==> src/rtl/io_pkg.sv <==
// Shared types and constants for the switch-input stall block and the MMIO decode that
// drives its read request.
package io_pkg;

   typedef enum logic [1:0] {
      StIdle,
      StWaitRelease,
      StWaitPress,
      StDone
   } io_state_e;

   // 10 ms at 100 MHz, and 5 s at 100 MHz
   localparam int unsigned IO_DEBOUNCE_DEFAULT = 1_000_000;
   localparam int unsigned IO_TIMEOUT_DEFAULT  = 500_000_000;

   // Load from this address is decoded into io_rd_req
   localparam logic [31:0] IO_SW_ADDR = 32'hFFFF_FC70;

endpackage

==> src/rtl/btn_debounce.sv <==
// Two-flop synchroniser plus stability counter for a raw push button, with a one-cycle
// pulse on each accepted rising edge.
module btn_debounce #(
   parameter int unsigned DEBOUNCE_CYCLES = io_pkg::IO_DEBOUNCE_DEFAULT
) (
   input  logic clk,
   input  logic rst_n,
   input  logic btn_raw,
   output logic stable,
   output logic rise_pulse
);

   localparam int unsigned CntW = (DEBOUNCE_CYCLES > 1) ? $clog2(DEBOUNCE_CYCLES) : 1;
   localparam logic [CntW-1:0] CntMax = CntW'(DEBOUNCE_CYCLES - 1);

   logic            sync1_q;
   logic            sync2_q;
   logic            stable_q;
   logic            stable_dly_q;
   logic [CntW-1:0] cnt_q;

   always_ff @(posedge clk) begin
      if (!rst_n) begin
         sync1_q      <= 1'b0;
         sync2_q      <= 1'b0;
         stable_q     <= 1'b0;
         stable_dly_q <= 1'b0;
         cnt_q        <= '0;
      end else begin
         sync1_q      <= btn_raw;
         sync2_q      <= sync1_q;
         stable_dly_q <= stable_q;
         // Any return to the accepted level restarts the count, so short glitches vanish
         if (sync2_q == stable_q) begin
            cnt_q <= '0;
         end else if (cnt_q == CntMax) begin
            stable_q <= sync2_q;
            cnt_q    <= '0;
         end else begin
            cnt_q <= cnt_q + CntW'(1);
         end
      end
   end

   assign stable     = stable_q;
   assign rise_pulse = stable_q & ~stable_dly_q;

endmodule

==> src/rtl/io_input_stall.sv <==
// Stalls the pipeline on a switch-port read until a fresh debounced Enter press, then
// returns the captured switches. Optional wait timeout enabled by IO_STALL_TIMEOUT_EN.
module io_input_stall
   import io_pkg::*;
#(
   parameter int unsigned DEBOUNCE_CYCLES = IO_DEBOUNCE_DEFAULT,
   parameter int unsigned SW_WIDTH        = 16,
   parameter int unsigned TIMEOUT_CYCLES  = IO_TIMEOUT_DEFAULT
) (
   input  logic                clk,
   input  logic                rst_n,
   input  logic                enter_btn,
   input  logic [SW_WIDTH-1:0] sw,
   input  logic                io_rd_req,
   output logic                stall_req_io,
   output logic [31:0]         io_rdata,
   output logic                enter_pulse,
   output logic                io_timeout
);

   if (SW_WIDTH == 0 || SW_WIDTH > 32 || TIMEOUT_CYCLES == 0) begin : g_param_check
      $error("io_input_stall: SW_WIDTH must be 1..32 and TIMEOUT_CYCLES nonzero");
   end

   logic                btn_stable;
   logic                enter_rise;
   logic [SW_WIDTH-1:0] sw_meta_q;
   logic [SW_WIDTH-1:0] sw_sync_q;
   logic [31:0]         sw_ext;
   logic [31:0]         rdata_q;
   io_state_e           state_q;
   logic                waiting;
   logic                go_press;
   logic                capture;
   logic                timeout_hit;
   logic                take_timeout;

   btn_debounce #(
      .DEBOUNCE_CYCLES(DEBOUNCE_CYCLES)
   ) u_enter_db (
      .clk       (clk),
      .rst_n     (rst_n),
      .btn_raw   (enter_btn),
      .stable    (btn_stable),
      .rise_pulse(enter_rise)
   );

   always_ff @(posedge clk) begin
      if (!rst_n) begin
         sw_meta_q <= '0;
         sw_sync_q <= '0;
      end else begin
         sw_meta_q <= sw;
         sw_sync_q <= sw_meta_q;
      end
   end

   always_comb begin
      sw_ext                 = '0;
      sw_ext[SW_WIDTH-1:0]   = sw_sync_q;
   end

   always_comb begin
      waiting      = (state_q == StWaitRelease) || (state_q == StWaitPress);
      go_press     = (state_q == StWaitRelease) && io_rd_req && !btn_stable;
      capture      = (state_q == StWaitPress) && io_rd_req && enter_rise;
      take_timeout = waiting && io_rd_req && timeout_hit && !go_press && !capture;
   end

   always_ff @(posedge clk) begin
      if (!rst_n) begin
         state_q <= StIdle;
         rdata_q <= '0;
      end else begin
         unique case (state_q)
            // A level that is already high must be released first, never taken as a press
            StIdle: begin
               if (io_rd_req) begin
                  state_q <= btn_stable ? StWaitRelease : StWaitPress;
               end
            end
            StWaitRelease, StWaitPress: begin
               if (!io_rd_req) begin
                  state_q <= StIdle;
               end else if (go_press) begin
                  state_q <= StWaitPress;
               end else if (capture) begin
                  rdata_q <= sw_ext;
                  state_q <= StDone;
               end else if (take_timeout) begin
                  rdata_q <= '0;
                  state_q <= StDone;
               end
            end
            StDone:  state_q <= StIdle;
            default: state_q <= StIdle;
         endcase
      end
   end

`ifdef IO_STALL_TIMEOUT_EN
   localparam int unsigned TimeoutW = (TIMEOUT_CYCLES > 1) ? $clog2(TIMEOUT_CYCLES) : 1;
   localparam logic [TimeoutW-1:0] TimeoutMax = TimeoutW'(TIMEOUT_CYCLES - 1);

   logic [TimeoutW-1:0] wait_cnt_q;
   logic                timeout_q;
   logic                wait_enter;

   assign wait_enter  = ((state_q == StIdle) && io_rd_req) || go_press;
   assign timeout_hit = (wait_cnt_q == TimeoutMax);
   assign io_timeout  = timeout_q;

   always_ff @(posedge clk) begin
      if (!rst_n) begin
         wait_cnt_q <= '0;
         timeout_q  <= 1'b0;
      end else begin
         if (wait_enter) begin
            wait_cnt_q <= '0;
         end else if (waiting && !timeout_hit) begin
            wait_cnt_q <= wait_cnt_q + TimeoutW'(1);
         end
         if (capture) begin
            timeout_q <= 1'b0;
         end else if (take_timeout) begin
            timeout_q <= 1'b1;
         end
      end
   end
`else
   assign timeout_hit = 1'b0;
   assign io_timeout  = 1'b0;
`endif

   // Combinational so the stall covers the very first cycle of the read
   assign stall_req_io = rst_n & io_rd_req & (state_q != StDone);
   assign io_rdata     = rdata_q;
   assign enter_pulse  = enter_rise;

endmodule
==> config.mk <==
export PLATFORM = sky130hd
export DESIGN_NAME = io_input_stall
export DESIGN_NICKNAME = d
export VERILOG_FILES = /design/src/rtl/io_pkg.sv /design/src/rtl/btn_debounce.sv /design/src/rtl/io_input_stall.sv
export SDC_FILE = /design/constraint.sdc
export NUM_CORES = 1
export LEC_CHECK = 0
export ABC_AREA = 1
export BUFFER_PORTS_ARGS = -buffer_cell sky130_fd_sc_hd__buf_2
export CORE_ASPECT_RATIO = 0.7
export CORE_MARGIN = 2
export CORE_UTILIZATION = 45
export CTS_BUF_LIST = sky130_fd_sc_hd__clkbuf_4 sky130_fd_sc_hd__clkbuf_8
export DETAILED_ROUTE_END_ITERATION = 8
export PLACE_DENSITY = 0.7
export RECOVER_POWER = 100
export SYNTH_ARGS = -nofsm -noshare
export SYNTH_HDL_FRONTEND = slang
export SYNTH_SLANG_ARGS = --single-unit
==> constraint.sdc <==
create_clock -name clk -period 1.9 [get_ports clk]
set_input_delay 0.285 -clock clk [delete_from_list [all_inputs] [get_ports clk]]
set_output_delay 0.285 -clock clk [all_outputs]
set_load 0.05 [all_outputs]
---- After elaboration in Yosys (flattened, before gate mapping) ----
Cells that the tools add are included.
Widths: inputs -> output; s select.
storage, ports and cells
  flip-flop bits (word level) ............. 74
  input bits .............................. 20
operators by class
  add/subtract/negate cells ............... 1
  equality and inequality tests ........... 8
  mux-type cells .......................... 6
  bitwise gates (word level) .............. 7
  reductions and logical operators ........ 11
operators by type and width
  kind                   number
  $add 20x1->20 const B  1
  $eq 20x20->1 const B   1
  $mux 2                 5
  $pmux 2 s3             1
  $eq 2x2->1 const B     2
  $logic_and 1x1->1      4
  $ne 2x2->1 const B     2
  $ne 4x4->1 const B     1
  $not 1->1              4
  $reduce_and 2->1       2
  $reduce_and 4->1       1
  $and 1x1->1            3
  $reduce_or 3->1        1
  $eq 2x1->1 const B     1
  $logic_not 2->1        1
  $reduce_or 2->1        1
  $eq 1x1->1             1
  $logic_not 1->1        1

---- Depth between registers and ports, before layout ----
  depth in word-level cells ............... 7
  depth in mapped cells ................... 8

---- Hierarchy ----
From an unflattened synthesis, not the netlist that was laid out.
second synthesis, totals
  cell total of the unflattened synthesis .. 420
  area, all modules ....................... 3144.3 um^2
by module, submodules not included
  module          times used  cells an instance  area each (um^2)  seq. area each (um^2)
  io_input_stall  1           253                1918.1            1001.0
  btn_debounce    1           167                1226.2            480.5

---- Least setup slack after synthesis ----
OpenSTA, ideal clock, no wires.
  path kind ............................... flip-flop to output port
  start point ............................. reg state_q[0]
  end point ............................... out stall_req_io
  arrival ................................. 1.599 ns
  required time ........................... 1.615 ns
  setup slack ............................. 0.016 ns
  cell stages (with the launch flop) ...... 3
  buffers on the path ..................... 0
  cells stage by stage .................... dfxtp_1 > ha_1 > nor3_1
between the ends
  word-level cells in the longest chain between the ends .. 2
ends and longest elaborated chain
  what                    line                   text
  from (decl)             io_input_stall.sv:31   io_state_e state_q;
  from (signal assigned)  io_input_stall.sv:72   state_q <= StIdle;
  from (signal assigned)  io_input_stall.sv:79   state_q <= btn_stable ? StWaitRelease : StWaitPress;
  from (signal assigned)  io_input_stall.sv:84   state_q <= StIdle;
  $ne 2x2->1              io_input_stall.sv:136  assign stall_req_io = rst_n & io_rd_req & (state_q != StDone);
  $and 1x1->1             io_input_stall.sv:136
  to (decl)               io_input_stall.sv:15   output logic stall_req_io,
Every way passes these cells.

---- Worst setup path in the final report ----
  start point ............................. reg state_q[0]
  end point ............................... reg rdata_q[13], in the netlist io_rdata[13]
between the ends
  word-level cells in the longest chain between the ends .. 5
  elaborated cells between the ends (all ways) .. 9
  classes of those cells .................. eq/ne (2); bitwise (1); reduce/logical (6)
ends and longest elaborated chain
  what                             line                                        text
  $eq 2x1->1                       io_input_stall.sv:65, io_input_stall.sv:75
  $logic_and 1x1->1 (2 in series)  io_input_stall.sv:65                        go_press = (state_q == StWaitRelease) && io_rd_req && !btn_stable;
  $not 1->1 (no line)              n/a
  $reduce_and 4->1 (no line) (*)   n/a
  to (signal assigned)             io_input_stall.sv:88                        rdata_q <= sw_ext;
  to (decl)                        io_input_stall.sv:30                        logic [31:0] rdata_q;
Mark *: on every way between the ends. The rest lies on a longest branch, timed or not.
A chain may end at the register's enable or synchronous reset.

==> impl_metrics.env <==
export IMPL_outcome="complete, no violations"
export IMPL_hold_viol_final=0
export IMPL_cts_root_buf="clkbuf_8"
export IMPL_grt_overflow=0
export IMPL_antenna_cells=0
export IMPL_regToRegSetupSlack_ps=170
export IMPL_tightestPinTransition_ps=687
export IMPL_crit_family="flip-flops"
export IMPL_viasPerCell=4.30
export IMPL_rows=24
export IMPL_initial_core_util_pct=47.3
export IMPL_grt_start_max_net_pins=42
export IMPL_dp_slack_ps=203
export IMPL_cap_violations=0
export IMPL_antenna_found_initial=0
export IMPL_h_tree_depth=3
export IMPL_syn_area_per_cell_um2=7.70
export IMPL_coreArea_um2=6340
export IMPL_cts_repair_resized=0
export IMPL_final_common_cell="nand2_1"
export IMPL_die_area_um2=7340
export IMPL_cts_sinks=74
export IMPL_fillerInstances=618
export IMPL_synth_area_leaders="dfxtp_1 49%, nand2_1 11%, inv_1 8.8%"
export IMPL_drt_iter0_markers=79
export IMPL_crit_required_ps=2130
export IMPL_drc=0
export IMPL_grt_usage_pct=15.1
export IMPL_drtAntennaViolNets=0
export IMPL_setup_slack_ps=170
export IMPL_power_density_nw_per_um2=1010
export IMPL_crit_path_top_delay_cell="dfxtp_1"
export IMPL_drtPass1Iterations=4
export IMPL_final_setup_viol_count=0
export IMPL_worst_clock_skew_ps=10.7
export IMPL_final_cell_mix="86 x nand2_1, 74 x dfxtp_1, 70 x inv_1, 39 x nor2_1, 25 x a21oi_1"
export IMPL_io_buffers=37
export IMPL_die_h_um=72.3
export IMPL_whs_ps=110
export IMPL_max_clock_freq_ghz=0.578
export IMPL_yosys_cell_types_count=27
export IMPL_final_layout_size_suffix_gt1_share_pct=10.9
export IMPL_p_leak_nw=1.52
export IMPL_die_x_um=102
export IMPL_path_class="reg -> reg"
export IMPL_utilization_pct=53.3
export IMPL_insertion_delay_ps=350
export IMPL_slew_violations=0
export IMPL_critPathBufInv=2
export IMPL_slew_headroom_pct=54.2
export IMPL_wl_per_cell_um=9.65
export IMPL_period_share_pct=91.0
export IMPL_ys_seq_area_share_pct=49.5
export IMPL_hp_class="in -> reg"
export IMPL_netlist_instances=389
export IMPL_synth_warnings=0
export IMPL_grt_pass1_vias=1907
export IMPL_slowest_delay_ps=400
export IMPL_path_clk_slew_ps=90
export IMPL_syn_cell_area_um2=3000
export IMPL_vias=2251
export IMPL_routed_wl_um=5060
export IMPL_post_cts_buffers=0
export IMPL_cp_end_kind="flip-flop"
export IMPL_fin_nets=454
export IMPL_grt_pass1_wl_um=8520
export IMPL_worstPathArrival_ps=1960
export IMPL_gp_congestion=0.842
export IMPL_synth_seq_cells=74
export IMPL_cp_cell_sequence="inv_1 -> ha_1 -> nand2_1 -> a21oi_4 -> nand3_1 -> buf_4 -> o21ai_0 -> a21oi_1"
export IMPL_tns_ps=0
export IMPL_layout_min_cycle_time_ps=1730
export IMPL_io_pins=55
export IMPL_clockBufferDepth=2
export IMPL_hold_buffers=0
export IMPL_dp_hpwl_um=3510
export IMPL_synth_top_cell_by_area="dfxtp_1"
export IMPL_cp_start_kind="flip-flop"
export IMPL_crit_fanout=32
export IMPL_yosysTopAreaCellShare_pct=49.5
export IMPL_cts_tree="yes"
export IMPL_syn_to_final_growth_pct=12.7
export IMPL_irDropWorstVdd_mv=0.410
export IMPL_numCtsBuffers=9
export IMPL_total_power_w=0.00340
export IMPL_rsz0062_at_grt="no"
## cell usage after synthesis (all sizes together)
| cell type | number |
|---|---|
| nand4 | 3 |
| conb | 1 |
| dfxtp | 74 |
| ha | 6 |
| a21oi | 27 |
| clkbuf | 5 |
| buf | 23 |
| o21ai | 22 |
| nor3 | 3 |
| xor2 | 7 |
| nand3 | 14 |
| nor2 | 41 |
| xnor2 | 2 |
| nand2 | 87 |
| or2 | 3 |
| inv | 71 |
## metal layers
layer	vias up	GRT usage (%)	wire length, um
met1	977	19.4	2420
met3	7	4.62	311
met2	52	22.6	2230
li1	1215	-	-
met4	0	8.41	93
met5	-	0	0
## path summary, 6_finish.rpt
check                      from       endpoint  cells past startpoint
setup / recovery     state_q[0]   io_rdata[13]                      8
hold / removal            sw[3]   sw_meta_q[3]                      3
setup reg to reg     state_q[0]   io_rdata[13]                      8
hold reg to reg   sw_meta_q[11]  sw_sync_q[11]                      2
## worst register-to-register path, cell delays in order, from the launching register on
cell and delay, ps:
dfxtp_1 400, inv_1 100, ha_1 310, nand2_1 100, a21oi_4 140, nand3_1 90
buf_4 230, o21ai_0 200, a21oi_1 50
## layout make-up
cell class | instances | area, um2 | area share, %
repair buffers | 40 | 184 | 5.45
multi-input cells | 232 | 1100 | 32.5
inverters | 71 | 267 | 7.89
flip-flops and latches | 74 | 1480 | 43.9
clock buffers | 9 | 124 | 3.67
well taps | 91 | 114 | 3.37
clock inverters | 7 | 108 | 3.19
## kinds of logic (layout without fill, tap and decap cells)
family                   Yosys count  in the layout  synth area share (%)
AND/OR/NAND/NOR                  151            151                  21.2
buffers and inverters             99            127                  15.4
flip-flops                        74             74                  49.5
AO/OA/AOI/OAI                     49             49                  8.69
XOR/XNOR                           9              9                  2.63
adder cells (fa/ha/maj)            6              6                  2.51
other                              1             17                 0.125
## state kept, by name, indices dropped and copies added (netlist names)
signal                   cells
u_enter_db.sync1_q           1
sw_sync_q                   16
sw_meta_q                   16
u_enter_db.cnt_q            20
io_rdata                    16
state_q                      2
u_enter_db.stable            1
u_enter_db.sync2_q           1
u_enter_db.stable_dly_q      1
## per-stage QoR
step / cells / area (um2)
2_1_floorplan: 405 / 3060
3_3_place_gp: 508 / 3180
3_5_place_dp: 508 / 3180
4_1_cts: 524 / 3410
5_1_grt: 524 / 3380
6_report: 524 / 3380
## power by group
group	switching [W]	internal [W]	total [W]
Sequential	0.0000299	0.00160	0.00163
Clock	0.000625	0.000766	0.00139
Combinational	0.000262	0.000116	0.000378
(Power assumes the default switching activity.)
